`src/rtl/regfile_wb_arbiter_pkg.sv`:
```
// Shared types and default sizes for the register-file writeback arbiter.
package regfile_wb_arbiter_pkg;

    localparam int unsigned ADDR_W_DEF = 5;
    localparam int unsigned DATA_W_DEF = 32;
    localparam int unsigned NREGS_DEF  = 32;

    // CLEAR sweeps zeros into every register; RUN arbitrates writeback traffic.
    typedef enum logic {
        CLEAR = 1'b0,
        RUN   = 1'b1
    } state_e;

endpackage

```
`src/rtl/regfile_wb_arbiter_rr_arb2.sv`:
```
// Two-way round-robin grant. The priority pointer moves only on a completed handshake.
module rr_arb2 (
    input  logic       clk,
    input  logic       rst_n,
    input  logic [1:0] req,
    input  logic       handshake,
    output logic [1:0] gnt
);

    // 1 = requester B has priority on the next contended cycle.
    logic prio_b_q;
    logic prio_b_d;

    // Grant selection and next pointer value.
    always_comb begin
        gnt      = 2'b00;
        prio_b_d = prio_b_q;
        case (req)
            2'b01:   gnt = 2'b01;
            2'b10:   gnt = 2'b10;
            2'b11:   gnt = prio_b_q ? 2'b10 : 2'b01;
            default: gnt = 2'b00;
        endcase
        if (handshake) begin
            prio_b_d = gnt[0];
        end
    end

    // Pointer register; reset favours requester A.
    always_ff @(posedge clk or negedge rst_n) begin
        if (!rst_n) begin
            prio_b_q <= 1'b0;
        end else begin
            prio_b_q <= prio_b_d;
        end
    end

endmodule

```
`src/rtl/regfile_wb_arbiter.sv`:
```
// Register-file writeback arbiter: clears all registers after reset or on request,
// then merges ALU (A) and load (B) writebacks onto one registered write port.
module regfile_wb_arbiter
    import regfile_wb_arbiter_pkg::*;
#(
    parameter int unsigned ADDR_W = ADDR_W_DEF,
    parameter int unsigned DATA_W = DATA_W_DEF,
    parameter int unsigned NREGS  = NREGS_DEF
) (
    input  logic              clk,
    input  logic              rst_n,
    input  logic              clr_start,
    input  logic              a_valid,
    input  logic [ADDR_W-1:0] a_rd,
    input  logic [DATA_W-1:0] a_data,
    output logic              a_ready,
    input  logic              b_valid,
    input  logic [ADDR_W-1:0] b_rd,
    input  logic [DATA_W-1:0] b_data,
    output logic              b_ready,
    output logic              rf_regwr,
    output logic [ADDR_W-1:0] rf_rd,
    output logic [DATA_W-1:0] rf_data,
    output logic              busy
);

    localparam int unsigned CNT_W = ADDR_W + 1;

    state_e            state_q;
    state_e            state_d;
    logic [CNT_W-1:0]  cnt_q;
    logic [CNT_W-1:0]  cnt_d;

    logic              rf_regwr_q;
    logic [ADDR_W-1:0] rf_rd_q;
    logic [DATA_W-1:0] rf_data_q;

    logic              issue_wr;
    logic [ADDR_W-1:0] issue_rd;
    logic [DATA_W-1:0] issue_data;

    logic [1:0]        gnt;
    logic              handshake;

    assign handshake = (a_valid & a_ready) | (b_valid & b_ready);

    rr_arb2 u_rr_arb2 (
        .clk       (clk),
        .rst_n     (rst_n),
        .req       ({b_valid, a_valid}),
        .handshake (handshake),
        .gnt       (gnt)
    );

    // Next state, clear counter, readies and the write to be registered.
    always_comb begin
        state_d    = state_q;
        cnt_d      = cnt_q;
        a_ready    = 1'b0;
        b_ready    = 1'b0;
        busy       = 1'b0;
        issue_wr   = 1'b0;
        issue_rd   = '0;
        issue_data = '0;
        case (state_q)
            CLEAR: begin
                busy     = 1'b1;
                issue_wr = 1'b1;
                issue_rd = cnt_q[ADDR_W-1:0];
                if (cnt_q == CNT_W'(NREGS - 1)) begin
                    state_d = RUN;
                    cnt_d   = CNT_W'(NREGS);
                end else begin
                    cnt_d = cnt_q + CNT_W'(1);
                end
            end
            RUN: begin
                if (clr_start) begin
                    // Clear request wins over any pending writeback this cycle.
                    state_d = CLEAR;
                    cnt_d   = '0;
                end else begin
                    a_ready = gnt[0];
                    b_ready = gnt[1];
                    if (gnt[0]) begin
                        issue_wr   = (a_rd != '0);
                        issue_rd   = a_rd;
                        issue_data = a_data;
                    end else if (gnt[1]) begin
                        issue_wr   = (b_rd != '0);
                        issue_rd   = b_rd;
                        issue_data = b_data;
                    end
                end
            end
            default: begin
                state_d = CLEAR;
                cnt_d   = '0;
            end
        endcase
    end

    // State and clear-counter registers.
    always_ff @(posedge clk or negedge rst_n) begin
        if (!rst_n) begin
            state_q <= CLEAR;
            cnt_q   <= '0;
        end else begin
            state_q <= state_d;
            cnt_q   <= cnt_d;
        end
    end

    // Register-file write port; address/data hold when nothing is written.
    always_ff @(posedge clk or negedge rst_n) begin
        if (!rst_n) begin
            rf_regwr_q <= 1'b0;
            rf_rd_q    <= '0;
            rf_data_q  <= '0;
        end else begin
            rf_regwr_q <= issue_wr;
            if (issue_wr) begin
                rf_rd_q   <= issue_rd;
                rf_data_q <= issue_data;
            end
        end
    end

    assign rf_regwr = rf_regwr_q;
    assign rf_rd    = rf_rd_q;
    assign rf_data  = rf_data_q;

endmodule

```
`config.mk`:
```
export PLATFORM = sky130hd
export DESIGN_NAME = regfile_wb_arbiter
export DESIGN_NICKNAME = d
export VERILOG_FILES = /design/src/rtl/regfile_wb_arbiter_pkg.sv /design/src/rtl/regfile_wb_arbiter_rr_arb2.sv /design/src/rtl/regfile_wb_arbiter.sv
export SDC_FILE = /design/constraint.sdc
export NUM_CORES = 1
export LEC_CHECK = 0
export CAP_MARGIN = 20
export CORE_MARGIN = 3
export CORE_UTILIZATION = 40
export CTS_CLUSTER_DIAMETER = 150
export DETAILED_ROUTE_END_ITERATION = 10
export PLACE_DENSITY = 0.79
export SLEW_MARGIN = 5
export SYNTH_ARGS = -nofsm -noshare
export SYNTH_HDL_FRONTEND = slang
export SYNTH_HIERARCHICAL = 1
export SYNTH_SLANG_ARGS = --single-unit
```
`constraint.sdc`:
```
create_clock -name clk -period 2.6 [get_ports clk]
set_clock_uncertainty 0.15 [all_clocks]
set_input_delay 0.39 -clock clk [delete_from_list [all_inputs] [get_ports clk]]
set_output_delay 0.39 -clock clk [all_outputs]
set_load 0.01 [all_outputs]
```
After elaboration in Yosys (flattened, before gate mapping)
Cells that the tools add are included.
{ "classes": {"muxes": 25, "shifts": 0, "mul": 0, "div": 0, "reduce_logical": 2, "add_sub_neg": 1, "n_lt_le_gt_ge": 0, "bitwise_logic": 4, "n_eq_ne": 5} }
{ "op_table": {"columns": ["operator", "count"], "rows": [
  ["32-bit 2-to-1 mux", 4],
  ["5-bit 2-to-1 mux", 3],
  ["6-bit 2-to-1 mux", 2],
  ["6-bit one-hot mux with 2 select lines", 1],
  ["1-bit 2-to-1 mux", 10],
  ["5-bit one-hot mux with 2 select lines", 1],
  ["5-bit nonzero test", 2],
  ["6-bit by 1-bit adder with 6-bit output (second input constant)", 1],
  ["6-bit by 5-bit == test with 1-bit output (second input constant)", 1],
  ["2-bit one-hot mux with 3 select lines", 1],
  ["2-bit == test (second input constant)", 2],
  ["1-bit one-hot mux with 2 select lines", 2],
  ["1-bit AND", 2],
  ["2-bit by 1-bit == test with 1-bit output (second input constant)", 1],
  ["2-bit 2-to-1 mux", 1],
  ["2-bit != test (second input constant)", 1],
  ["1-bit inverter", 1],
  ["1-bit bitwise OR", 1]
]} }
{ "word_totals": {"reg_bits": 46, "wordCells": 43, "mem_bits_rw": 0, "out_inout_bits": 41, "rom_bits": 0, "latchBits": 0, "inputBits": 79, "mem_count": 0} }

Depth between registers and ports, before layout
{ "logic_depth": {"depth_word": 6, "ltp_mapped": 7, "ltp_nobuf": 6} }

Hierarchy
The synthesis kept the hierarchy.
{ "by_module_without_submodules": {"columns": ["mod", "n_inst", "cells_per_inst", "area_each_um2", "seq_area_each_um2"], "rows": [
  ["regfile_wb_arbiter", 1, 183, 2267.2, 1126.1],
  ["rr_arb2", 1, 5, 62.6, 25.0]
]} }

Least setup slack after synthesis
OpenSTA, ideal clock, no wires.
{ "synth_timing": {"kind": "input -> register", "start": "in a_rd[3]", "end": "reg rf_data_q[0] (netlist: rf_data[0])", "n_path_buf": 2, "t_required_ps": 2325, "stages": 6, "arrival_ps": 1738, "setup_slack_ps": 587, "setup_ps": 125, "path_cell_list": "or4_1 > o21ai_1 > o311ai_1 > buf_6 > buf_6 > mux2_4"} }
{ "synth_between": {"elab_chain_len": 4} }
{ "synth_rtl": {"columns": ["item", "line", "text"], "rows": [
  ["start, declared", "regfile_wb_arbiter.sv:14", "input logic [ADDR_W-1:0] a_rd,"],
  ["5-bit nonzero test", "regfile_wb_arbiter.sv:86", "issue_wr = (a_rd != '0);"],
  ["1-bit 2-to-1 mux", "regfile_wb_arbiter.sv:85", "if (gnt[0]) begin"],
  ["1-bit 2-to-1 mux", "regfile_wb_arbiter.sv:78", "if (clr_start) begin"],
  ["1-bit one-hot mux with 2 select lines", "regfile_wb_arbiter.sv:65", "case (state_q)"],
  ["end signal, assigned", "regfile_wb_arbiter.sv:124", "rf_data_q <= issue_data;"],
  ["end, declared", "regfile_wb_arbiter.sv:36", "logic [DATA_W-1:0] rf_data_q;"]
]} }
No other way between the ends.
A chain may end at the register's enable or synchronous reset.

Worst setup path after layout
{ "layout_timing": {"start": "in a_valid", "end": "out a_ready"} }
{ "layout_between": {"elab_chain_len": 4, "word_cells_on_any_way": 6, "classes_between": "eq/ne (3); mux (3)"} }
{ "layout_rtl": {"columns": ["item", "line", "text"], "rows": [
  ["start, declared", "regfile_wb_arbiter.sv:13", "input logic a_valid,"],
  ["2-bit == test or 2-bit by 1-bit == test with 1-bit output (tied branches)", "regfile_wb_arbiter_rr_arb2.sv:18", "case (req)"],
  ["2-bit one-hot mux with 3 select lines *", "regfile_wb_arbiter_rr_arb2.sv:18", null],
  ["via gnt[0]", "regfile_wb_arbiter.sv:42", "logic [1:0] gnt;"],
  ["1-bit 2-to-1 mux *", "regfile_wb_arbiter.sv:78", null],
  ["1-bit 2-to-1 mux *", "regfile_wb_arbiter.sv:65", null],
  ["end, declared", "regfile_wb_arbiter.sv:16", "output logic a_ready,"]
]} }
Mark *: on every way through the listed nets, which the timed path passes. The rest lies on a longest branch.

==> flow_summary.toml <==
[routing]
drtAntennaViolNets = 0
post-route-drc-count = 0
drtPass1Iterations = 4
drt-initial-drc-count = 55
vias = 1997
wl_per_cell_um = 16.7
via_per_inst = 5.20
routed_wirelength_um = 6410

[clocking]
cts_buffers = 5
cts_tree = "yes"
clk_pin_slew_ns = 0.08
cts_root_buf = "clkbuf_8"
htreeDepth = 2
ctsResizeCount = 0
cts_max_path_buffers = 2
cts_setup_buffers = 0
cts.sinks = 46
clock_latency_ns = 0.30

[critical_path]
cp_top_family = "buffers and inverters"
cp_num_buf_inv = 2
cp_max_fo = 7
critPathLaunchType = "input port"
cp_data_arrival_time_ns = 2.00
critPathKind = "input port to output pin"
reg2reg_from = "u_rr_arb2/prio_b_q"
critPathCaptureType = "output pin"
r2r-end = "rf_data[15]"
cp_slowest_stage_delay_ns = 0.57
crit_chain = "clkdlybuf4s50_1 -> a21boi_2 -> and2_1 -> clkdlybuf4s50_1"
regToRegSetupSlack_ns = 0.42
required_ns = 2.06
timing.critical_path.mode_cell = "clkdlybuf4s50_1"
cp_slowest_cell = "clkdlybuf4s50_1"
reg2regPathDepth = 6

[final_layout]
regArea_um2 = 1150
area_growth_pct = 60.7
fillers = 460
nNetsFinal = 391
multi_input_area_um2 = 1080
finish.utilization_pct = 67.2
diodes = 0
drive_gt1_share_pct = 17.3

[power]
seqPwrFrac_pct = 46.4
p_comb_share_pct = 23.3
irDropWorstVdd_mv = 0.340
clkPwrFrac_pct = 30.3
power_switching_w = 0.000428
power.density_nw_per_um2 = 462
p_leak_nw = 1.67
sw_frac_of_total_pct = 24.8
internal-power_w = 0.00130
p_total_w = 0.00173

[yosys]
netlist_area_um2 = 2330
yosysUniqueCellTypes = 31
synth_edf_count = 0
synthesis.nets = 268
synth_seq_area_share_pct = 49.4
synth.avg_cell_area_um2 = 12.4
ys_warn_count = 6
synthArstFlopShare_pct = 100
ys_ff_latch = 46
syn_inst = 188
ys.flop_type = "dfrtp_1"

[timing]
fmax_mhz = 393
holdWs_ns = 0.326
setup_viol = 0
period_share_pct = 97.7
min_period_ns = 2.54
drv_slew = 0
finalHoldViolCount = 0
rsz0062_at_grt = "true"
worstMarginPinSlew_ns = 0.363
slew_headroom_pct = 75.8

[global_routing]
grtUsageMet2_pct = 31.6
grt_use_met1_pct = 23.9
overflow = 0
antenna_found_initial = 0
grt_util_all_layers_pct = 18.9
grt_pass1_wl_um = 9630
grt_start_max_net_pins = 39
grt_pass1_vias = 1988
grt_busiest_layer = "met2"
grt_use_met3_pct = 4.88

[floorplan]
die_width_um = 82.3
coreArea_um2 = 5570
io_pins = 120
die_area_um2 = 6780
initial_core_util_pct = 41.8
fp.dieH_um = 82.3
placementRows = 27

[outcome]
status = "finished clean"

[hold_path]
min_path_type = "input port to async pin"

[placed_design]
port_buffers = 119
gp_congestion = 0.826
dpl.hpwl_um = 4880

[flow_run]
cap_violations = 0
-- power by group through the flow --
stage               Combinational [W]  Sequential, W  Clock [W]
floorplan                    0.000155       0.000821          0
global placement             0.000396       0.000813          0
detailed placement           0.000406       0.000814          0
CTS                          0.000407       0.000803   0.000538
global route                 0.000441       0.000810   0.000564
finish                       0.000404       0.000802   0.000525
-- synth_stat cells (2+ instances only) --
| cell type | number | area [um2] |
|---|---|---|
| nand2_1 | 7 | 26.3 |
| buf_2 | 9 | 45.0 |
| o21ai_0 | 9 | 45.0 |
| nor3_1 | 2 | 10.0 |
| buf_6 | 3 | 33.8 |
| mux2_2 | 18 | 203 |
| nor2b_1 | 6 | 37.5 |
| dfrtp_1 | 46 | 1150 |
| nand3_1 | 2 | 10.0 |
| a22o_1 | 34 | 298 |
| inv_1 | 8 | 30.0 |
| or4_1 | 2 | 15.0 |
| clkbuf_1 | 2 | 7.51 |
| mux2_4 | 15 | 225 |
| a221oi_1 | 5 | 43.8 |
| o21ai_1 | 2 | 10.0 |
| nand2b_1 | 2 | 12.5 |
| and2_1 | 2 | 12.5 |
| a21boi_0 | 2 | 15.0 |
-- per-layer routing --
layer  share of wire [%]  routed length [um]
met1                  42                2710
met2                  47                3040
met3                 9.3                 598
met4                 1.0                  64
met5                   0                   0
-- logic make-up after synthesis --
group	Yosys count	share of synthesized area, %
mux	33	18.4
compound gates	58	19.8
buf+inv	22	4.99
simple gates	26	6.12
fa+ha+maj	1	0.537
xor+xnor	2	0.752
flops	46	49.4
-- per-stage QoR --
stage / setup TNS, ns / area, um2 / setup slack [ns] / cells
floorplan: 0 / 2330 / 0.587 / 188
global placement: 0 / 3620 / 0.0223 / 375
detailed placement: -0.619 / 3620 / -0.0460 / 375
CTS: 0 / 3740 / 0.0415 / 384
global route: -0.0440 / 3740 / -0.0381 / 384
finish: 0 / 3740 / 0.0586 / 384
-- area by class of cell --
type | instances | area share (%)
clock buffers | 6 | 1.94
clock inverters | 2 | 1.00
inverters | 8 | 0.802
multi-input cells | 120 | 28.8
flip-flops and latches | 46 | 30.7
well taps | 72 | 2.41
repair buffers | 130 | 34.3
-- registers in the layout, indices dropped and copies added, names as in the netlist --
signal              cells
rf_rd                   5
rf_regwr                1
u_rr_arb2/prio_b_q      1
cnt_q                   6
state_q                 1
rf_data                32
-- placed cells by master, fill, tap and decap left out, types with 5 or more instances in the layout --
| cell type | instances |
|---|---|
| inv_1 | 8 |
| clkbuf_8 | 5 |
| o21ai_0 | 9 |
| nor2b_1 | 6 |
| clkdlybuf4s50_1 | 118 |
| dfrtp_1 | 46 |
| a22o_1 | 34 |
| a221oi_1 | 5 |
| mux2_2 | 18 |
| buf_4 | 9 |
| mux2_4 | 15 |
| nand2_1 | 7 |
-- worst max-delay path by stage --
stage | start | to | slack, ns | depth (start not counted)
after global placement | b_valid | rf_data[15] | 0.02 | 6
after CTS | a_valid | a_ready | 0.04 | 4
final | a_valid | a_ready | 0.06 | 4
after global routing | a_valid | a_ready | -0.04 | 4
after detailed placement | b_valid | rf_data[15] | -0.05 | 6
after floorplan | a_rd[3] | rf_data[0] | 0.59 | 6
-- worst reg2reg max path: stages, from the launching register on --
cell	delay [ns]
dfrtp_1	0.41
inv_1	0.06
a21boi_0	0.31
o21ai_1	0.19
o311ai_4	0.28
buf_12	0.28
mux2_2	0.39
-- timing repair --
action / 4_1_cts / 5_1_grt
endpoints found under the hold margin: 9 / 0
hold buffers: 1 / 0
setup endpoints to repair: 0 / 2
Power figures use the tool's default switching activity.
==> RTL change 1, RTL diff (config.mk and constraints unchanged) <==
Set the package constant `ADDR_W_DEF` to 4 (it was 5).
--- a/src/rtl/regfile_wb_arbiter_pkg.sv
+++ b/src/rtl/regfile_wb_arbiter_pkg.sv
@@ -2,5 +2,5 @@
 package regfile_wb_arbiter_pkg;
 
-    localparam int unsigned ADDR_W_DEF = 5;
+    localparam int unsigned ADDR_W_DEF = 4;
     localparam int unsigned DATA_W_DEF = 32;
     localparam int unsigned NREGS_DEF  = 32;
Interface: changed (resized a_rd, b_rd and rf_rd); port bits go from 120 to 117. The function was not compared with the original's and may differ.
==> RTL change 1 against the original RTL <==
Setup slack improved by 0.084 ns. Routed wire length increased by 14%. Count of clock-buffer cells in the layout decreased by 1. Critical path depth increased by 1. First-iteration DRC count increased by 84%. Area after synthesis increased by 13%. Cell area increased by 6.8%. Sequential cell count decreased by 2. Critical path type unchanged. Critical endpoint unchanged. Highest routed layer unchanged.
Power is not compared: it rests on default switching activity, and its combinational part moved more than twofold at a synthesized area within 25%.
==> RTL change 1: results (changes against the original RTL) <==
leakage power summed over all cells = 0.00172 uW
count of warnings emitted by yosys = 6 (unchanged)
first-pass GRT wire length = 11,800 um (was 9630 um)
met2 wire length = 3650 um (was 3040 um)
worst-case clock buffer depth = 2 (unchanged)
share of the yosys chip area belonging to registers = 41.7% (was 49.4%)
Hold WC Path Type = reg -> reg (was in -> async)
highest net fanout along the worst path = 4 (was 7)
Clock transition at path regs = 0.08 ns (about the same)
post-layout instance count excluding filler cells = 469 (was 384)
count of vias placed by the detailed router = 2,466 (was 1,997)
Initial DRC Count = 101 (was 55)
number of nets in the final layout = 472 (was 391)
total routed wire length on the met1 layer = 3050 um (was 2710 um)
Worst IR Drop VDD = 0.000510 V
highest layer used for signal routing = met4 (unchanged)
outcome = completed (unchanged)
most common library cells after synthesis = sky130_fd_sc_hd__nand2_1, sky130_fd_sc_hd__dfrtp_1, sky130_fd_sc_hd__nand3b_1, sky130_fd_sc_hd__a21o_1, sky130_fd_sc_hd__mux2i_1 (was sky130_fd_sc_hd__dfrtp_1, sky130_fd_sc_hd__a22o_1, sky130_fd_sc_hd__mux2_2, sky130_fd_sc_hd__mux2_4)
Port Buffers = 116 (was 119)
routability congestion estimate = 0.920 (was 0.826)
source-to-sink clock delay at the later pin of the worst-skew pair = 0.28 ns (was 0.30 ns)
number of placed cells counting well taps = 460 (was 375)
global routing usage summed across all routing layers = 19.3% (was 18.9%)
fillers = 520 (was 460)
Worst EP arrival = 1.92 ns (was 2.00 ns)
number of flip-flops in the largest register = 32 (unchanged)
FF+latch count, synth = 44 (was 46)
mean instance size in the synthesized netlist = 9.40 um2 (was 12.4 um2)
gate family responsible for the most delay along the worst path = buffers and inverters (unchanged)
global-route track usage on met2 = 32.4% (was 31.6%)
maximum number of pins on one net before global-route repair = 42 (was 39)
total iterations of the first detailed-routing run = 4 (unchanged)
number of buffers created by CTS = 5 (unchanged)
amount of wire on met3 after detailed routing = 487 um (was 598 um)
met1 Resource Use GR = 25.2% (was 23.9%)
Setup Fix Bufs, Post-CTS = 0 (unchanged)
slew of the pin with the lowest slew margin = 0.413 ns (was 0.363 ns)
dpl hpwl = 5460 um (was 4880 um)
Total Routed Length = 7280 um (was 6410 um)
synth unique cells = 35 (was 31)
share of final-layout standard cells stronger than drive strength 1 = 6.85% (was 17.3%)
Post-Synthesis Net Count = 360 (was 268)
Crit path largest cell delay = 0.55 ns (was 0.57 ns)
most area-consuming cells after synthesis = sky130_fd_sc_hd__dfrtp_1, sky130_fd_sc_hd__mux2i_1, sky130_fd_sc_hd__nand2_1 (was sky130_fd_sc_hd__dfrtp_1, sky130_fd_sc_hd__a22o_1, sky130_fd_sc_hd__mux2_4)
GR met3 Demand/Resource = 4.16% (was 4.88%)
dominant register cell in the synthesized netlist = sky130_fd_sc_hd__dfrtp_1 (unchanged)
## RTL change 1: area by class of cell
type,instances,area (um2),share of cell area [%]
Timing Repair Buffer,131,1300,32.4
Inverter,3,11.3,0.281
Multi-Input combinational cell,208,1410,35.3
Sequential cell,44,1100,27.5
Tap cell,75,93.8,2.35
Clock inverter,3,18.8,0.469
Clock buffer,5,68.8,1.72
## RTL change 1: logic make-up (layout without fill, tap and decap cells)
| logic type | count (synthesis) | after routing | synth area share (%) |
|---|---|---|---|
| buf+inv | 29 | 142 | 5.35 |
| xor+xnor | 2 | 2 | 0.663 |
| compound gates | 50 | 50 | 14.7 |
| fa+ha+maj | 2 | 2 | 0.947 |
| mux | 33 | 33 | 12.7 |
| simple gates | 121 | 121 | 23.9 |
| flops | 44 | 44 | 41.7 |
## RTL change 1: metrics by stage
step | worst slack [ns] | hold WS (ns) | util (%) | instance area (um2)
final | 0.142 | 0.368 | 64.9 | 4000
after detailed placement | 0.0632 | 0.155 | 63.3 | 3900
after floorplan | 0.685 | -0.0556 | - | 2640
after global placement | 0.157 | 0.160 | 63.3 | 3900
after global routing | 0.0946 | 0.388 | 64.9 | 4000
after CTS | 0.136 | 0.370 | 64.9 | 4000
## RTL change 1: worst paths after layout
check	cells after the start	to	slack, ns	startpoint
max in group asynchronous	3	rf_data[14]	1.38	rst_n
min	1	cnt_q[4]	0.37	cnt_q[4]
min in group asynchronous	2	rf_rd[0]	0.38	rst_n
max	5	a_ready	0.14	a_valid
max reg2reg	6	rf_rd[1]	0.61	u_rr_arb2/prio_b_q
min reg2reg	1	cnt_q[4]	0.37	cnt_q[4]
## RTL change 1: power by group
group	total [uW]	internal [uW]	switching (uW)	leakage [uW]
clock	414	187	227	0.0000479
combinational	857	473	384	0.00108
sequential	874	782	92.1	0.000592
==> RTL change 2, RTL diff (same flow settings) <==
Without the edit above. Reset style: synchronous (`rst_n`), changed in 3 clocked blocks.
--- a/src/rtl/regfile_wb_arbiter_rr_arb2.sv
+++ b/src/rtl/regfile_wb_arbiter_rr_arb2.sv
@@ -28,5 +28,5 @@
 
     // Pointer register; reset favours requester A.
-    always_ff @(posedge clk or negedge rst_n) begin
+    always_ff @(posedge clk) begin
         if (!rst_n) begin
             prio_b_q <= 1'b0;
--- a/src/rtl/regfile_wb_arbiter.sv
+++ b/src/rtl/regfile_wb_arbiter.sv
@@ -102,5 +102,5 @@
 
     // State and clear-counter registers.
-    always_ff @(posedge clk or negedge rst_n) begin
+    always_ff @(posedge clk) begin
         if (!rst_n) begin
             state_q <= CLEAR;
@@ -113,5 +113,5 @@
 
     // Register-file write port; address/data hold when nothing is written.
-    always_ff @(posedge clk or negedge rst_n) begin
+    always_ff @(posedge clk) begin
         if (!rst_n) begin
             rf_regwr_q <= 1'b0;
Function: differs if rst_n is asserted again (counterexample within 4 cycles, from zero or initial values and one cycle with rst_n low); with rst_n held inactive, the same outputs for 10 cycles.
==> RTL change 2 against the original RTL <==
First-iteration DRC count rose to 3.7 times the old value. Routed wire length is 4.5% higher. Setup slack better by 0.040 ns. Sequential cell count is the same. Total power fell by 15%. Area after synthesis grew 1.3%. Cell area is 1.4% higher. Final cell count is 21% higher. Die area is 1.2% higher.
==> RTL change 2: results (changes against the original RTL) <==
outcome = completed (unchanged)
finished layout cell area = 0.00380 mm2 (was 0.00374 mm2)
Max Slew Vio Count = 0 (unchanged)
htree depth = 2 (unchanged)
asr flop ratio synth = 0% (was 100%)
share of the yosys chip area belonging to registers = 39.0% (was 49.4%)
launch point of the worst path = a_valid (unchanged)
Total Routed Length = 6690 um (was 6410 um)
Worst IR Drop VDD = 0.000274 V (was 0.000340 V)
Critical R2R Launch = state_q (was u_rr_arb2/prio_b_q)
placement-stage worst setup slack = -0.00849 ns (was -0.0460 ns)
most area-consuming cells after synthesis = sky130_fd_sc_hd__dfxtp_1, sky130_fd_sc_hd__mux2i_1, sky130_fd_sc_hd__nand2_1 (was sky130_fd_sc_hd__dfrtp_1, sky130_fd_sc_hd__a22o_1, sky130_fd_sc_hd__mux2_4)
number of flip-flops in the largest register = 32 (unchanged)
Worst EP arrival = 1.96 ns (was 2.00 ns)
reg-to-reg critical path endpoint = rf_data[5] (was rf_data[15])
share of final-layout standard cells stronger than drive strength 1 = 8.40% (was 17.3%)
Port Buffers = 119 (unchanged)
routability congestion estimate = 0.826 (about the same)
dpl hpwl = 5150 um (was 4880 um)
worst slew margin relative to its limit = 69.9% (was 75.8%)
Post-Synthesis Net Count = 349 (was 268)
Final WS setup = 0.0990 ns (was 0.0586 ns)
Hold WC Path Type = reg -> reg (was in -> async)
flop-to-flop setup slack = 0.60 ns (was 0.42 ns)
clk root buf = sky130_fd_sc_hd__clkbuf_8 (unchanged)
Worst Setup EP = a_ready (unchanged)
cells on worst reg2reg path = 5 (was 6)
first-pass GRT wire length = 11,400 um (was 9630 um)
count of warnings emitted by yosys = 6 (unchanged)
count of vias placed by the detailed router = 2,393 (was 1,997)
source-to-sink clock delay at the later pin of the worst-skew pair = 0.29 ns
Setup Fix Bufs, Post-CTS = 0 (unchanged)
worst-case clock buffer depth = 2 (unchanged)
Clock transition at path regs = 0.08 ns (about the same)
number of buffers created by CTS = 5 (unchanged)
Resized Gates After CTS = 0 (unchanged)
highest net fanout along the worst path = 4 (was 7)
post-placement cell area = 0.00368 mm2 (was 0.00362 mm2)
dominant register cell in the synthesized netlist = sky130_fd_sc_hd__dfxtp_1 (was sky130_fd_sc_hd__dfrtp_1)
Initial DRC Count = 206 (was 55)
number of antenna violations at the first check in global routing = 0 (unchanged)
maximum number of pins on one net before global-route repair = 41 (was 39)
Antenna diodes = 0 (unchanged)
leakage power summed over all cells = 0.00132 uW (was 0.00167 uW)
most common library cells after synthesis = sky130_fd_sc_hd__nand2_1, sky130_fd_sc_hd__dfxtp_1, sky130_fd_sc_hd__a22o_1, sky130_fd_sc_hd__mux2i_1, sky130_fd_sc_hd__clkbuf_1 (was sky130_fd_sc_hd__dfrtp_1, sky130_fd_sc_hd__a22o_1, sky130_fd_sc_hd__mux2_2, sky130_fd_sc_hd__mux2_4)
total iterations of the first detailed-routing run = 4 (unchanged)
number of nets in the final layout = 472 (was 391)
global routing usage summed across all routing layers = 19.7% (was 18.9%)
fillers = 493 (was 460)
synth unique cells = 39 (was 31)
[RTL change 2: changes by cell type after synthesis, moves of 9 or more]
cell	delta
sky130_fd_sc_hd__buf_2	-9
sky130_fd_sc_hd__clkbuf_1	+11
sky130_fd_sc_hd__dfrtp_1	-46
sky130_fd_sc_hd__dfxtp_1	+46
sky130_fd_sc_hd__mux2_2	-18
sky130_fd_sc_hd__mux2_4	-15
sky130_fd_sc_hd__mux2i_1	+32
sky130_fd_sc_hd__nand2_1	+71
[RTL change 2: through the flow]
| step | hold WS [ns] | setup TNS (ns) | std cells |
|---|---|---|---|
| after global placement | 0.293 | 0 | 457 |
| after CTS | 0.314 | 0 | 465 |
| after global routing | 0.336 | 0 | 465 |
| after floorplan | 0.307 | 0 | 269 |
| final | 0.311 | 0 | 465 |
| after detailed placement | 0.303 | -0.0185 | 457 |
[RTL change 2: kinds of logic (layout without fill, tap and decap cells)]
logic type,count (synthesis),count (layout),share of synthesized area (%)
buffers and inverters,24,148,6.52
and+or+nand+nor,106,106,20.2
DFF,46,46,39.0
AOI/OAI and AO/OA,60,60,20.2
muxes,32,32,13.6
adders and majority gates,1,1,0.530
[RTL change 2: area by class of cell]
| class | count | area share [%] |
|---|---|---|
| timing repair buffer | 136 | 35.7 |
| inverter | 4 | 0.395 |
| tap | 72 | 2.37 |
| clock inverter | 1 | 0.791 |
| sequential | 46 | 24.3 |
| multi-input combinational | 199 | 34.5 |
| clock buffer | 7 | 2.01 |
[RTL change 2: metal layers]
| layer | vias up | part of all wire (%) | global-route usage, % |
|---|---|---|---|
| met2 | 109 | 49 | 33.8 |
| met5 | - | 0 | 0 |
| met3 | 7 | 9.5 | 6.65 |
| li1 | 1204 | - | - |
| met1 | 1073 | 40 | 22.9 |
| met4 | 0 | 1.4 | 6.69 |
[RTL change 2: worst min-delay path by stage]
stage / start / endpoint / slack [ns] / depth (start not counted)
6_report: rf_data[23] / rf_data[23] / 0.31 / 2
5_1_grt: rf_data[23] / rf_data[23] / 0.34 / 2
4_1_cts: rf_data[23] / rf_data[23] / 0.31 / 2
3_5_place_dp: rf_data[16] / rf_data[16] / 0.30 / 2
3_3_place_gp: rf_data[29] / rf_data[29] / 0.29 / 2
2_1_floorplan: cnt_q[3] / cnt_q[3] / 0.31 / 1
[RTL change 2: worst max-delay path, stage by stage]
cell,delay [ns]
sky130_fd_sc_hd__clkdlybuf4s50_1,0.53
sky130_fd_sc_hd__a21boi_4,0.24
sky130_fd_sc_hd__nand2_1,0.12
sky130_fd_sc_hd__nor2_2,0.13
sky130_fd_sc_hd__clkdlybuf4s50_1,0.55
[RTL change 2: power breakdown]
part	switching [uW]	internal, uW	total (uW)
clock	232	288	520
sequential	7.36	711	718
combinational	73.7	154	228
total	313	1150	1470
